`src/rtl/multiplexor_display.sv`:
```
// multiplexor_display
//   Time-multiplexed driver for N_DIGITOS common-anode 7-segment digits.
//   It scans one digit per slot of DIV_TICK cycles and keeps all anodes off
//   for the first T_APAGADO cycles of every slot, so the previous digit does not ghost.
//   The inputs are captured once per frame when slot 0 is entered, so a frame never
//   mixes old and new values. The block also handles decimal points and optional
//   leading-zero blanking, and gives a one-cycle pulse at the end of each frame.
//
//   Optional feature macro: DIMMING_EN. It adds the brillo[3:0] port. Brillo shortens
//   the anode on-window in steps of PASO = (DIV_TICK-T_APAGADO)/15 cycles.
//   15 means the full window and 0 means dark. Brillo is sampled with the frame snapshot.
//
// Ports
//   relojete        in   system clock, posedge
//   reset           in   synchronous, active-high
//   digitos         in   N_DIGITOS*ANCHO, digit i at [i*ANCHO +: ANCHO], digit 0 = units
//   puntos          in   decimal point request per digit
//   supresion_ceros in   1: blank leading zeros (digit 0 is never blanked)
//   brillo          in   [3:0] brightness, only when DIMMING_EN is defined
//   numero          out  code of the digit currently scanned
//   punto           out  decimal point of the current digit (polarity per ACTIVO_BAJO)
//   segmentos       out  anode enables, bit i drives digit i (polarity per ACTIVO_BAJO)
//   indice          out  current slot index
//   fin_barrido     out  1-cycle pulse on the last cycle of each frame
module multiplexor_display #(
  parameter int N_DIGITOS   = 4,
  parameter int ANCHO       = 4,
  parameter int DIV_TICK    = 250,
  parameter int T_APAGADO   = 2,
  parameter int ACTIVO_BAJO = 1
) (
  input  logic                         relojete,
  input  logic                         reset,
  input  logic [N_DIGITOS*ANCHO-1:0]   digitos,
  input  logic [N_DIGITOS-1:0]         puntos,
  input  logic                         supresion_ceros,
`ifdef DIMMING_EN
  input  logic [3:0]                   brillo,
`endif
  output logic [ANCHO-1:0]             numero,
  output logic                         punto,
  output logic [N_DIGITOS-1:0]         segmentos,
  output logic [$clog2(N_DIGITOS)-1:0] indice,
  output logic                         fin_barrido
);

  localparam int IW = $clog2(N_DIGITOS);
  localparam int PW = (DIV_TICK > 1) ? $clog2(DIV_TICK) : 1;
  localparam logic [PW-1:0] P_ULT = PW'(DIV_TICK - 1);
  localparam logic [PW-1:0] P_ON  = PW'(T_APAGADO);
  localparam logic [IW-1:0] I_ULT = IW'(N_DIGITOS - 1);
`ifdef DIMMING_EN
  localparam int PASO = (DIV_TICK - T_APAGADO) / 15;
`endif

  // Converts a logical "on" to the pin level.
  function automatic logic a_pin(input logic on);
    return (ACTIVO_BAJO != 0) ? ~on : on;
  endfunction

  function automatic logic [N_DIGITOS-1:0] a_pines(input logic [N_DIGITOS-1:0] on);
    return (ACTIVO_BAJO != 0) ? ~on : on;
  endfunction

  // Digit i is blanked when it and every higher digit are zero. Digit 0 is never blanked.
  function automatic logic [N_DIGITOS-1:0] mascara_blanco(
    input logic [N_DIGITOS*ANCHO-1:0] d,
    input logic                       sup
  );
    logic [N_DIGITOS-1:0] m;
    logic                 altos_cero;
    m          = '0;
    altos_cero = 1'b1;
    for (int i = N_DIGITOS - 1; i >= 1; i--) begin
      altos_cero = altos_cero & (d[i*ANCHO +: ANCHO] == '0);
      m[i]       = sup & altos_cero;
    end
    return m;
  endfunction

  logic [PW-1:0]              p;
  logic                       arranque;
  logic [N_DIGITOS*ANCHO-1:0] sh_dig;
  logic [N_DIGITOS-1:0]       sh_pts;
  logic                       sh_sup;
`ifdef DIMMING_EN
  logic [3:0]                 sh_brillo;
  logic [3:0]                 brillo_e;
`endif

  logic [PW-1:0]              p_p0;
  logic [IW-1:0]              idx_p0;
  logic                       vivo_p0;
  logic                       carga_p0;
  logic [N_DIGITOS*ANCHO-1:0] dig_e;
  logic [N_DIGITOS-1:0]       pts_e;
  logic                       sup_e;
  logic [N_DIGITOS-1:0]       blanco_p0;
  logic [ANCHO-1:0]           num_p0;
  logic                       pto_p0;
  logic                       blk_p0;
  logic                       anodo_on_p0;
  logic [N_DIGITOS-1:0]       anodos_p0;
  logic                       fin_p0;

  // Stage p0: next scan position, and the outputs that belong to it.
  // The outputs are registered from the next position, so they line up with (p, indice).
  // On entry to slot 0, and on the first cycle after reset, the live inputs are
  // used. These are the same values the snapshot captures on that edge.
  always_comb begin
    p_p0   = (p == P_ULT) ? '0 : p + 1'b1;
    idx_p0 = indice;
    if (p == P_ULT) begin
      idx_p0 = (indice == I_ULT) ? '0 : indice + 1'b1;
    end
    vivo_p0  = arranque | ((p_p0 == '0) & (idx_p0 == '0));
    carga_p0 = arranque | (p_p0 == '0);

    dig_e = vivo_p0 ? digitos         : sh_dig;
    pts_e = vivo_p0 ? puntos          : sh_pts;
    sup_e = vivo_p0 ? supresion_ceros : sh_sup;
`ifdef DIMMING_EN
    brillo_e = vivo_p0 ? brillo : sh_brillo;
`endif

    blanco_p0 = mascara_blanco(dig_e, sup_e);
    num_p0    = '0;
    pto_p0    = 1'b0;
    blk_p0    = 1'b0;
    for (int i = 0; i < N_DIGITOS; i++) begin
      if (idx_p0 == IW'(i)) begin
        num_p0 = dig_e[i*ANCHO +: ANCHO];
        pto_p0 = pts_e[i];
        blk_p0 = blanco_p0[i];
      end
    end

    anodo_on_p0 = (p_p0 >= P_ON) & ~blk_p0;
`ifdef DIMMING_EN
    // 15 is special-cased so the window stays full even when the slot is not a multiple of 15.
    if (brillo_e != 4'd15) begin
      anodo_on_p0 = anodo_on_p0 &
                    ((int'(p_p0) - T_APAGADO) < (int'(brillo_e) * PASO));
    end
`endif

    anodos_p0 = '0;
    for (int i = 0; i < N_DIGITOS; i++) begin
      anodos_p0[i] = anodo_on_p0 & (idx_p0 == IW'(i));
    end

    fin_p0 = (idx_p0 == I_ULT) & (p_p0 == P_ULT);
  end

  // Stage p1: registered scan state, snapshot and pin outputs.
  always_ff @(posedge relojete) begin
    if (reset) begin
      p           <= '0;
      indice      <= '0;
      arranque    <= 1'b1;
      segmentos   <= a_pines('0);
      numero      <= '0;
      punto       <= a_pin(1'b0);
      fin_barrido <= 1'b0;
      sh_dig      <= '0;
      sh_pts      <= '0;
      sh_sup      <= 1'b0;
`ifdef DIMMING_EN
      sh_brillo   <= '0;
`endif
    end else begin
      p           <= p_p0;
      indice      <= idx_p0;
      arranque    <= 1'b0;
      segmentos   <= a_pines(anodos_p0);
      fin_barrido <= fin_p0;
      if (vivo_p0) begin
        sh_dig    <= digitos;
        sh_pts    <= puntos;
        sh_sup    <= supresion_ceros;
`ifdef DIMMING_EN
        sh_brillo <= brillo;
`endif
      end
      if (carga_p0) begin
        numero <= num_p0;
        punto  <= a_pin(pto_p0);
      end
    end
  end

endmodule
```
`config.mk`:
```
export PLATFORM = sky130hd
export DESIGN_NAME = multiplexor_display
export DESIGN_NICKNAME = d
export VERILOG_FILES = /design/src/rtl/multiplexor_display.sv
export SDC_FILE = /design/constraint.sdc
export NUM_CORES = 1
export LEC_CHECK = 0
export ABC_AREA = 1
export BUFFER_PORTS_ARGS = -buffer_cell sky130_fd_sc_hd__buf_2
export CAP_MARGIN = 20
export CORE_ASPECT_RATIO = 0.75
export CORE_MARGIN = 2
export CORE_UTILIZATION = 30
export DETAILED_ROUTE_END_ITERATION = 7
export PLACE_DENSITY = 0.55
export SLEW_MARGIN = 15
export SYNTH_ARGS = -nofsm -noshare
export SYNTH_HDL_FRONTEND = slang
export SYNTH_SLANG_ARGS = --single-unit
```
`constraint.sdc`:
```
create_clock -name relojete -period 2.67 [get_ports relojete]
set_clock_uncertainty 0.15 [all_clocks]
set_input_delay 0.267 -clock relojete [delete_from_list [all_inputs] [get_ports relojete]]
set_output_delay 0.267 -clock relojete [all_outputs]
set_load 0.005 [all_outputs]
```
==> key figures <==
Clocking
  • Clock sinks: 42
  • Clock Latency Late Sink: 0.29 ns
  • Clk buf depth: 2
  • H-tree levels: 2
  • Post_cts resized: 0
  • CTS Buf Count: 5
  • Hold buffers post-CTS: 0
  • Setup bufs post-CTS: 0
  • Root Driver: clkbuf_8
  • CTS tree: done
  • Clock transition at path regs: 0.08 ns

Global routing
  • GRT overflow: 0
  • First-pass GRT wire length: 7980 um
  • Total GRT Usage: 13.7%
  • Vias in the first global route: 1620
  • Largest net degree at the start of global routing: 38
  • Antenna violations before repair: 0

Power
  • Static Leakage: 0.00119 uW
  • P per Cell Area: approximately 530 nW/um^2
  • IR drop worst, VDD: 0.200 mV

Timing
  • Setup WS post-layout: 0.152 ns
  • Worst-Margin Slew: roughly 0.67 ns
  • Hold Fails Final Rpt: 0
  • Tcrit/Tclk final: 94.3%
  • Crit path time final: about 2.5 ns
  • Slew Viols, Final: 0
  • Fmax achieved: 0.397 GHz
  • # setup viols final: 0
  • Fin Hold WS: 0.0879 ns
  • Setup TNS: 0 ns
  • Rel. slew slack: 55.5%

Finish
  • Syn-to-layout area delta: 22.0%
  • Layout Cells excl Fill: 422
  • Layout fillers: just over 700
  • Seq. cell area: ~840 sq um
  • Fin nets: 364
  • Share of layout cells above drive strength 1: 24.0%
  • Area of the multi-input gates: around 1100 sq um
  • Inserted Diodes: 0

Logic synthesis
  • Synth cell types: 30
  • Post-synth top cells: 64 x nand2_1, 53 x nor2_1, 42 x dfxtp_1, 40 x inv_1, 23 x nand3_1
  • Register area share after synthesis: 40.9%
  • Share of the synthesized area in the top cell type: 40.9%
  • Count leader, synth: nand2_1
  • Synth Register Bits: 42
  • Ys Warns: 0
  • Main flop type after synthesis: dfxtp_1
  • Net Count, Synth: 324
  • Post-synth EDFFs: 0
  • Mapped Cells: 298
  • Synthesized area: 2060 sq um
  • Leading area contributor after synthesis: dfxtp_1
  • Synth top area cells: dfxtp_1 41%, nand2_1 12%, nor2_1 9.7%
  • Avg Cell Area, Syn: 6.90 sq um
  • Ys async rst share: 0%

Hold path
  • Min-Delay Path Depth: 3
  • Worst hold path type: in2reg
  • WHS Endpoint: sh_dig[6]
  • Hold Path Origin: digitos[6]

Placement
  • Port bufs: 34
  • Worst slack, placed: 0.0376 ns
  • Routability Congestion: 0.825
  • Post-Place Cells: 413
  • Detail Placement HPWL: 3780 um

Drt
  • Detail Route Antenna Nets: 0
  • DR WL/cell: 12.7 um
  • Post-route DRC: 0
  • Via-to-Cell Ratio: 4.59
  • Detailed Route Iter0 Violations: approximately 120
  • DR vias: 1937
  • Drt total wl: 5380 um
  • 1st-pass router iterations: 5

Floorplanning
  • Die W: 99.6 um
  • Die Span Y: 75.7 um
  • Initial Utilization: 30.5%
  • Area of the core: a little under 7000 sq um
  • Die area: 7540 sq um
  • Top Ports: 35
  • Row count: 26

Setup path
  • WS Path Type: reg2reg
  • CP endpoint kind: flip-flop
  • Worst EP required: 2.75 ns
  • Critical path peak fanout: 10
  • R2R Path Start: p[1]
  • CP startpoint kind: flip-flop
  • RR Endpoint: segmentos[1]
  • R2r setup slk: 0.15 ns
  • CP arrival: 2.60 ns
  • R2R depth: 17

Status
  • Status: complete, no violations

Job
  • MaxCap Viol Count: 0
## cells in the final DEF (no fill, tap or decap), drive strengths merged
cell type	count
mux2i	1
inv	41
nand2	70
a21oi	8
o21bai	1
or2	1
ha	3
nor3	4
and2	2
nand3b	4
o21ai	22
buf	41
nor4	1
o211ai	3
dfxtp	42
nor2	58
nand3	28
nand4	1
clkbuf	7
## metal layers
| layer | share of wire (%) | global-route usage, % | up-vias | wire [um] |
|---|---|---|---|---|
| li1 | - | - | 1016 | - |
| met1 | 51 | 20.3 | 864 | 2750 |
| met2 | 41 | 18.9 | 50 | 2220 |
| met3 | 6.5 | 3.76 | 7 | 350 |
| met4 | 1.2 | 4.57 | 0 | 63 |
| met5 | 0 | 0 | - | 0 |
## through the flow
| step | power (uW) | instance area (sq um) | utilization [%] |
|---|---|---|---|
| floorplan | 864 | 2060 | - |
| global placement | 933 | 2310 | 34.4 |
| detailed placement | 934 | 2310 | 34.4 |
| CTS | 1320 | 2390 | 35.5 |
| global route | 1400 | 2510 | 37.3 |
| finish | 1320 | 2510 | 37.3 |
## worst max path at each step
stage | startpoint | endpoint | slack [ns] | depth (start not counted)
floorplan | p[0] | punto | 0.38 | 17
global placement | p[0] | segmentos[1] | 0.08 | 16
detailed placement | p[0] | segmentos[1] | 0.04 | 17
CTS | p[0] | segmentos[1] | 0.003 | 16
global route | p[1] | segmentos[3] | -0.03 | 18
finish | p[1] | segmentos[1] | 0.15 | 17
## cell families after synthesis
kind of cell / count (synthesis) / synth area share (%)
compound gates: 34 / 9.55
mux: 1 / 0.487
fa+ha+maj: 3 / 1.83
simple gates: 167 / 36.3
buf+inv: 51 / 10.9
flops: 42 / 40.9
## report_power, final
group / internal [uW] / switching, uW
sequential: 670 / 17.8
combinational: 95.3 / 151
clock: 180 / 210
## flip-flops by register name, summed over array words and instances (netlist names)
register	flops
arranque	1
p	8
sh_sup	1
sh_dig	16
indice	2
sh_pts	4
punto	1
numero	4
fin_barrido	1
segmentos	4
## final cells by class
type	count	area share [%]
clock buffers	7	3.04
inverters	41	6.13
multi-input cells	207	44.0
flip-flops and latches	42	33.6
well taps	84	4.19
repair buffers	41	9.02
## critical path, stage by stage (launching register included)
cell,delay (ns)
dfxtp_2,0.34
inv_1,0.05
ha_1,0.13
inv_1,0.06
nor2_4,0.15
nand3_4,0.16
nand3_2,0.12
nand2_1,0.09
nor2_4,0.16
nand3_4,0.16
buf_6,0.19
nand3_2,0.07
nand2_1,0.11
nor2_1,0.12
nand3_1,0.10
nor2_2,0.13
nand2_2,0.08
nand3_1,0.10
Note: power is estimated with default switching activity, not from simulation.
